<file path="src/rtl/mem_responder_pkg.sv">
// Shared definitions for the CPU memory bus: responder FSM encoding and
// the ROM/RAM space-select values driven on rom_ram.
package mem_responder_pkg;

  typedef enum logic [1:0] {
    IDLE  = 2'd0,
    PROG  = 2'd1,
    ADDR  = 2'd2,
    WDATA = 2'd3
  } mem_state_e;

  localparam logic SPACE_ROM = 1'b0;
  localparam logic SPACE_RAM = 1'b1;

  function automatic int addr_width(input int depth);
    return (depth <= 1) ? 1 : $clog2(depth);
  endfunction

endpackage

</file>
<file path="src/rtl/mem_responder_ram_bank.sv">
// Byte-wide RAM used for the responder's RAM space: synchronous write,
// registered read that only updates on a read request, async clear.
module ram_bank
  import mem_responder_pkg::*;
#(
  parameter int DEPTH = 16,
  parameter int AW    = addr_width(DEPTH)
) (
  input  logic          clk,
  input  logic          reset,
  input  logic          we,
  input  logic [AW-1:0] waddr,
  input  logic [7:0]    wdata,
  input  logic          re,
  input  logic [AW-1:0] raddr,
  output logic [7:0]    rdata
);

  logic [7:0] mem [DEPTH];

  // rdata holds between reads so the CPU sees a stable value across write phases
  always_ff @(posedge clk or negedge reset) begin
    if (!reset) begin
      for (int i = 0; i < DEPTH; i++) begin
        mem[i] <= 8'h00;
      end
      rdata <= 8'h00;
    end else begin
      if (we) begin
        mem[waddr] <= wdata;
      end
      if (re) begin
        rdata <= mem[raddr];
      end
    end
  end

endmodule

</file>
<file path="src/rtl/mem_responder.sv">
// Memory responder for the lab CPU: decodes address/write-data phases into a
// programmable ROM and a small RAM, returning read data one cycle later.
module mem_responder
  import mem_responder_pkg::*;
#(
  parameter int ROM_DEPTH = 256,
  parameter int RAM_DEPTH = 16
) (
  input  logic       clk,
  input  logic       reset,
  input  logic [7:0] bus_in,
  input  logic       rom_ram,
  input  logic       addr_data,
  output logic [7:0] bus_out,
  input  logic       prog_en,
  input  logic [7:0] prog_addr,
  input  logic [7:0] prog_data,
  output logic       bus_err
);

  localparam int ROM_AW = addr_width(ROM_DEPTH);
  localparam int RAM_AW = addr_width(RAM_DEPTH);

  mem_state_e state, next_state;
  logic       addr_phase;
  logic       data_phase;
  logic       prog_wr;

  logic [7:0] addr_reg;
  logic       space_reg;
  logic       out_clr;
  logic [7:0] rom [ROM_DEPTH];
  logic [7:0] rom_rdata;
  logic [7:0] ram_rdata;
  logic       ram_we;

  always_ff @(posedge clk or negedge reset) begin
    if (!reset) begin
      state <= IDLE;
    end else begin
      state <= next_state;
    end
  end

  // prog_en wins over any bus phase presented in the same cycle
  always_comb begin
    next_state = state;
    addr_phase = 1'b0;
    data_phase = 1'b0;
    prog_wr    = 1'b0;
    if (state == PROG) begin
      prog_wr = 1'b1;
      if (!prog_en) begin
        next_state = IDLE;
      end
    end else if (prog_en) begin
      next_state = PROG;
    end else if (!addr_data) begin
      addr_phase = 1'b1;
      next_state = ADDR;
    end else begin
      data_phase = 1'b1;
      next_state = WDATA;
    end
  end

  always_ff @(posedge clk or negedge reset) begin
    if (!reset) begin
      addr_reg  <= 8'h00;
      space_reg <= SPACE_ROM;
      bus_err   <= 1'b0;
      out_clr   <= 1'b1;
    end else begin
      if (addr_phase) begin
        addr_reg  <= bus_in;
        space_reg <= rom_ram;
      end
      if (data_phase && (space_reg == SPACE_ROM)) begin
        bus_err <= 1'b1;
      end
      // out_clr blanks bus_out from the first PROG cycle until a fresh read lands
      if (next_state == PROG) begin
        out_clr <= 1'b1;
      end else if (addr_phase) begin
        out_clr <= 1'b0;
      end
    end
  end

  // ROM survives reset so programmed contents outlive a CPU restart
  always_ff @(posedge clk) begin
    if (prog_wr && (int'(prog_addr) < ROM_DEPTH)) begin
      rom[prog_addr[ROM_AW-1:0]] <= prog_data;
    end
  end

  assign rom_rdata = (int'(addr_reg) < ROM_DEPTH) ? rom[addr_reg[ROM_AW-1:0]] : 8'h00;

  assign ram_we = data_phase && (space_reg == SPACE_RAM);

  ram_bank #(
    .DEPTH (RAM_DEPTH),
    .AW    (RAM_AW)
  ) u_ram_bank (
    .clk   (clk),
    .reset (reset),
    .we    (ram_we),
    .waddr (addr_reg[RAM_AW-1:0]),
    .wdata (bus_in),
    .re    (addr_phase),
    .raddr (bus_in[RAM_AW-1:0]),
    .rdata (ram_rdata)
  );

  assign bus_out = out_clr ? 8'h00 :
                   (space_reg == SPACE_RAM) ? ram_rdata : rom_rdata;

endmodule

</file>
<file path="config.mk">
export PLATFORM = sky130hd
export DESIGN_NAME = mem_responder
export DESIGN_NICKNAME = d
export VERILOG_FILES = /design/src/rtl/mem_responder_pkg.sv /design/src/rtl/mem_responder_ram_bank.sv /design/src/rtl/mem_responder.sv
export SDC_FILE = /design/constraint.sdc
export NUM_CORES = 2
export LEC_CHECK = 0
export ABC_AREA = 0
export BUFFER_PORTS_ARGS = -buffer_cell sky130_fd_sc_hd__buf_2
export CAP_MARGIN = 20
export CORE_MARGIN = 2
export CORE_UTILIZATION = 50
export DETAILED_ROUTE_END_ITERATION = 7
export GPL_TIMING_DRIVEN = 1
export PLACE_DENSITY = 0.65
export SYNTH_ARGS = -nofsm -noshare
export SYNTH_HDL_FRONTEND = slang
export SYNTH_SLANG_ARGS = --single-unit
</file>
<file path="constraint.sdc">
create_clock -name clk -period 7.66 [get_ports clk]
set_clock_uncertainty 0.1 [all_clocks]
set_input_delay 1.149 -clock clk [delete_from_list [all_inputs] [get_ports clk]]
set_output_delay 1.149 -clock clk [all_outputs]
set_load 0.005 [all_outputs]
</file>
==> flow_summary.html <==
<table>
<tr><th>Metric</th><th>Value</th></tr>
<tr><th colspan="2">Route</th></tr>
<tr><td>Antenna Violating Nets Remaining</td><td>0</td></tr>
<tr><td>Per-cell via count in the routed design</td><td>6.33</td></tr>
<tr><td>Total wirelength of the detailed-routed design</td><td>220 mm</td></tr>
<tr><td>Number of remaining DRC errors</td><td>0</td></tr>
<tr><td>1st-iter DRT viols</td><td>5710</td></tr>
<tr><td>Number of detailed-route iterations in the first pass</td><td>5</td></tr>
<tr><td>Drt wl/cell</td><td>32.2 um</td></tr>
<tr><td>Count of vias placed by the detailed router</td><td>43100</td></tr>
<tr><th colspan="2">GRT</th></tr>
<tr><td>Most used routing layer</td><td>met2</td></tr>
<tr><td>Met2 Usage GRT</td><td>39.0%</td></tr>
<tr><td>Via count of the first global-routing pass</td><td>42700</td></tr>
<tr><td>Met3 GRT Util</td><td>4.49%</td></tr>
<tr><td>Largest net degree at the start of global routing</td><td>221</td></tr>
<tr><td>Met1 GRT Util</td><td>36.3%</td></tr>
<tr><td>Global-route wire length before repair</td><td>314 mm</td></tr>
<tr><td>Antenna violations before repair</td><td>11</td></tr>
<tr><td>Overall global routing resource usage</td><td>25.1%</td></tr>
<tr><td>GR Overflow Total</td><td>0</td></tr>
<tr><th colspan="2">Floorplan</th></tr>
<tr><td>Die Height</td><td>420 um</td></tr>
<tr><td>Area of the core</td><td>172000 um^2</td></tr>
<tr><td>Full die area</td><td>176000 um^2</td></tr>
<tr><td>Total I/O pin count</td><td>38</td></tr>
<tr><td>Initial Utilization</td><td>50.4%</td></tr>
<tr><td>Floorplan row count</td><td>152</td></tr>
<tr><td>Floorplan die width</td><td>420 um</td></tr>
<tr><th colspan="2">STA</th></tr>
<tr><td>Crit path setup slack, layout</td><td>0.791 ns</td></tr>
<tr><td>Max-slew violation count</td><td>0</td></tr>
<tr><td>Peak Freq</td><td>0.146 GHz</td></tr>
<tr><td>Endpoints failing setup</td><td>0</td></tr>
<tr><td>Share of the cycle needed by the critical path after routing</td><td>89.7%</td></tr>
<tr><td>Worst-margin pin slew</td><td>1.19 ns</td></tr>
<tr><td>Worst hold slack across all endpoints</td><td>0.279 ns</td></tr>
<tr><td>Post-layout min period</td><td>6.87 ns</td></tr>
<tr><td>Final TNS setup</td><td>0 ns</td></tr>
<tr><td>Final Hold Vio Count</td><td>0</td></tr>
<tr><td>Rel. slew slack</td><td>20.7%</td></tr>
<tr><td>RSZ-0062 raised after global routing</td><td>false</td></tr>
<tr><th colspan="2">Synthesis</th></tr>
<tr><td>Netlist area before placement</td><td>86600 um^2</td></tr>
<tr><td>Cells after Synth</td><td>4243</td></tr>
<tr><td>Sequential element share of the synthesized area</td><td>75.4%</td></tr>
<tr><td>Largest area contributor in the synthesized netlist</td><td>sky130_fd_sc_hd__edfxtp_1</td></tr>
<tr><td>Flip-flop and latch count after synthesis</td><td>2197</td></tr>
<tr><td>Synth cell count leaders</td><td>sky130_fd_sc_hd__edfxtp_1, sky130_fd_sc_hd__mux4_2, sky130_fd_sc_hd__nor2_1</td></tr>
<tr><td>EDFF count, synth</td><td>2048</td></tr>
<tr><td>Post-Syn Area per Cell</td><td>20.4 um^2</td></tr>
<tr><td>Share of synthesized registers carrying an async set or reset</td><td>6.78%</td></tr>
<tr><td>Post-synth top flop</td><td>sky130_fd_sc_hd__edfxtp_1</td></tr>
<tr><td>Total number of yosys warnings</td><td>0</td></tr>
<tr><td>Nets in the synthesized netlist</td><td>4272</td></tr>
<tr><td>Top cell type's share of synthesized area</td><td>71.0%</td></tr>
<tr><td>Cell types with the largest area share after synthesis</td><td>sky130_fd_sc_hd__edfxtp_1, sky130_fd_sc_hd__mux4_2, sky130_fd_sc_hd__dfrtp_1</td></tr>
<tr><td>Leading cell type by number of instances after synthesis</td><td>sky130_fd_sc_hd__edfxtp_1</td></tr>
<tr><td>Post-synth cell types</td><td>70</td></tr>
<tr><th colspan="2">Layout</th></tr>
<tr><td>Final Instance Count excl. Fillers</td><td>6813</td></tr>
<tr><td>Net count, final</td><td>4356</td></tr>
<tr><td>Final std cell area, no fill</td><td>96000 um^2</td></tr>
<tr><td>FILL cells</td><td>12700</td></tr>
<tr><td>Area overhead of the layout relative to synthesis</td><td>10.9%</td></tr>
<tr><td>Layout cells sized above 1</td><td>23.8%</td></tr>
<tr><td>Flip-flop count of the largest register after layout</td><td>2048</td></tr>
<tr><th colspan="2">Placement</th></tr>
<tr><td>Placed cell area</td><td>89100 um^2</td></tr>
<tr><td>Pre-CTS setup slack</td><td>1.64 ns</td></tr>
<tr><td>Number of input and output port buffers inserted</td><td>37</td></tr>
<tr><td>Detail Placement HPWL</td><td>129 mm</td></tr>
<tr><td>Final estimated routing congestion in global placement</td><td>0.839</td></tr>
<tr><td>Placed Cells incl. Taps</td><td>6422</td></tr>
<tr><th colspan="2">CTS</th></tr>
<tr><td>Post-CTS Hold Buffers</td><td>0</td></tr>
<tr><td>Buffer count from post-CTS setup fixing</td><td>0</td></tr>
<tr><td>Level count of the clock H-tree</td><td>4</td></tr>
<tr><td>Number of buffers added by the clock tree synthesis step</td><td>211</td></tr>
<tr><td>TritonCTS sink count</td><td>2197</td></tr>
<tr><td>CTS tree</td><td>done</td></tr>
<tr><td>Clock latency at the later pin of the worst-skew pair</td><td>0.84 ns</td></tr>
<tr><td>Number of gates given a new drive strength after cts</td><td>0</td></tr>
<tr><td>Post-CTS clock slew at the launch and capture registers of the worst setup and hold paths</td><td>0.06 ns</td></tr>
<tr><td>Root buffer selected by CTS</td><td>sky130_fd_sc_hd__clkbuf_16</td></tr>
<tr><td>Worst-case clock buffer depth</td><td>3</td></tr>
<tr><th colspan="2">Critical path</th></tr>
<tr><td>Critical Path Start</td><td>addr_reg[0]$_DFFE_PN0P_</td></tr>
<tr><td>CP endpoint kind</td><td>primary output</td></tr>
<tr><td>Category of the worst setup path launch point</td><td>flop</td></tr>
<tr><td>Maximum fanout along the worst path</td><td>69</td></tr>
<tr><td>Reg2reg start</td><td>addr_reg[0]$_DFFE_PN0P_</td></tr>
<tr><td>Worst path required time</td><td>6.41 ns</td></tr>
<tr><td>Type of the worst setup path</td><td>flop to primary output</td></tr>
<tr><td>Arrival time worst endpoint</td><td>5.62 ns</td></tr>
<tr><th colspan="2">Hold path</th></tr>
<tr><td>Worst min-delay path class</td><td>input pin to asynchronous set/reset pin</td></tr>
<tr><th colspan="2">Flow run</th></tr>
<tr><td>Max capacitance violation total</td><td>0</td></tr>
<tr><th colspan="2">Power</th></tr>
<tr><td>LEAKAGE</td><td>0.0310 uW</td></tr>
<tr><td>Maximum ir drop on the vdd rail</td><td>252 uV</td></tr>
<tr><td>Total power density per cell area</td><td>296 nW/um^2</td></tr>
<tr><th colspan="2">Status</th></tr>
<tr><td>Result of the run</td><td>finished, final reports clean</td></tr>
</table>
[kinds of logic (layout without fill, tap and decap cells)]
kind of cell           count (synthesis)  count (layout)  share of synthesized area [%]
muxes                                911             911                           17.2
other                                  0               3                              0
buffers and inverters                274             531                           1.87
and+or+nand+nor                      478             478                           2.41
AOI/OAI and AO/OA                    383             383                           3.17
DFF                                 2197            2197                           75.4
[worst max-delay path, stage by stage (launching register included)]
cell and delay, ns:
sky130_fd_sc_hd__dfrtp_4 0.95, sky130_fd_sc_hd__buf_12 0.48, sky130_fd_sc_hd__buf_4 0.44, sky130_fd_sc_hd__mux4_2 0.55, sky130_fd_sc_hd__mux2i_1 0.37, sky130_fd_sc_hd__nor2_1 0.07, sky130_fd_sc_hd__a211oi_1 0.32, sky130_fd_sc_hd__nor3_1 0.15
sky130_fd_sc_hd__o32ai_1 0.57, sky130_fd_sc_hd__a41oi_1 0.46, sky130_fd_sc_hd__buf_2 0.29
[routing by layer]
metal | part of all wire (%) | wire length (um) | vias up
li1 | - | - | 17700
met1 | 41 | 90100 | 23000
met2 | 48 | 104000 | 2027
met3 | 8.3 | 18300 | 370
met4 | 3.1 | 6890 | 2
met5 | 0.0046 | 10 | -
[power by group]
| part | internal, uW | switching (uW) | leakage, uW |
|---|---|---|---|
| logic | 1820 | 2680 | 0.00730 |
| clock network | 5930 | 4420 | 0.00331 |
| registers | 13300 | 204 | 0.0204 |
| total | 21100 | 7310 | 0.0310 |
[area by class of cell]
type                       count  area [um^2]  area share, %
sequential                  2197        65200           68.0
clock inverter               111         1110           1.15
multi-input combinational   1772        19800           20.6
timing repair buffer         138         1200           1.25
clock buffer                 275         5730           5.97
tap                         2310         2890           3.01
antenna                        3         7.51        0.00782
inverter                       7         26.3         0.0274
[placed cells by master, fill, tap and decap left out, drive strengths merged, types with 28 or more instances in the layout]
| master | instances |
|---|---|
| edfxtp | 2048 |
| mux4 | 441 |
| nor2 | 296 |
| mux2i | 290 |
| clkbuf | 283 |
| mux2 | 180 |
| dfrtp | 148 |
| buf | 130 |
| clkinv | 80 |
| o22ai | 69 |
| nand2 | 59 |
| a21oi | 50 |
| o221ai | 43 |
| o21ai | 42 |
| a211oi | 37 |
| nand3 | 31 |
| nor3 | 28 |
[stage by stage]
stage	power (uW)	utilization, %
after floorplan	16600	-
after global placement	18200	51.9
after detailed placement	18300	51.9
after CTS	28500	55.9
after global routing	29200	55.9
final	28400	55.9
[path summary, 6_finish.rpt]
| path | cells past startpoint | end | slack [ns] |
|---|---|---|---|
| setup / recovery | 10 | bus_out[2] | 0.79 |
| hold / removal | 1 | u_ram_bank.mem[68]$_DFFE_PN0P_ | 0.28 |
| setup reg to reg | 5 | u_ram_bank.mem[80]$_DFFE_PN0P_ | 4.24 |
| hold reg to reg | 1 | u_ram_bank.mem[106]$_DFFE_PN0P_ | 0.40 |
| max in group asynchronous | 2 | u_ram_bank.mem[9]$_DFFE_PN0P_ | 5.93 |
| min in group clk | 1 | u_ram_bank.mem[106]$_DFFE_PN0P_ | 0.40 |
Note: power is estimated with default switching activity, not from simulation.
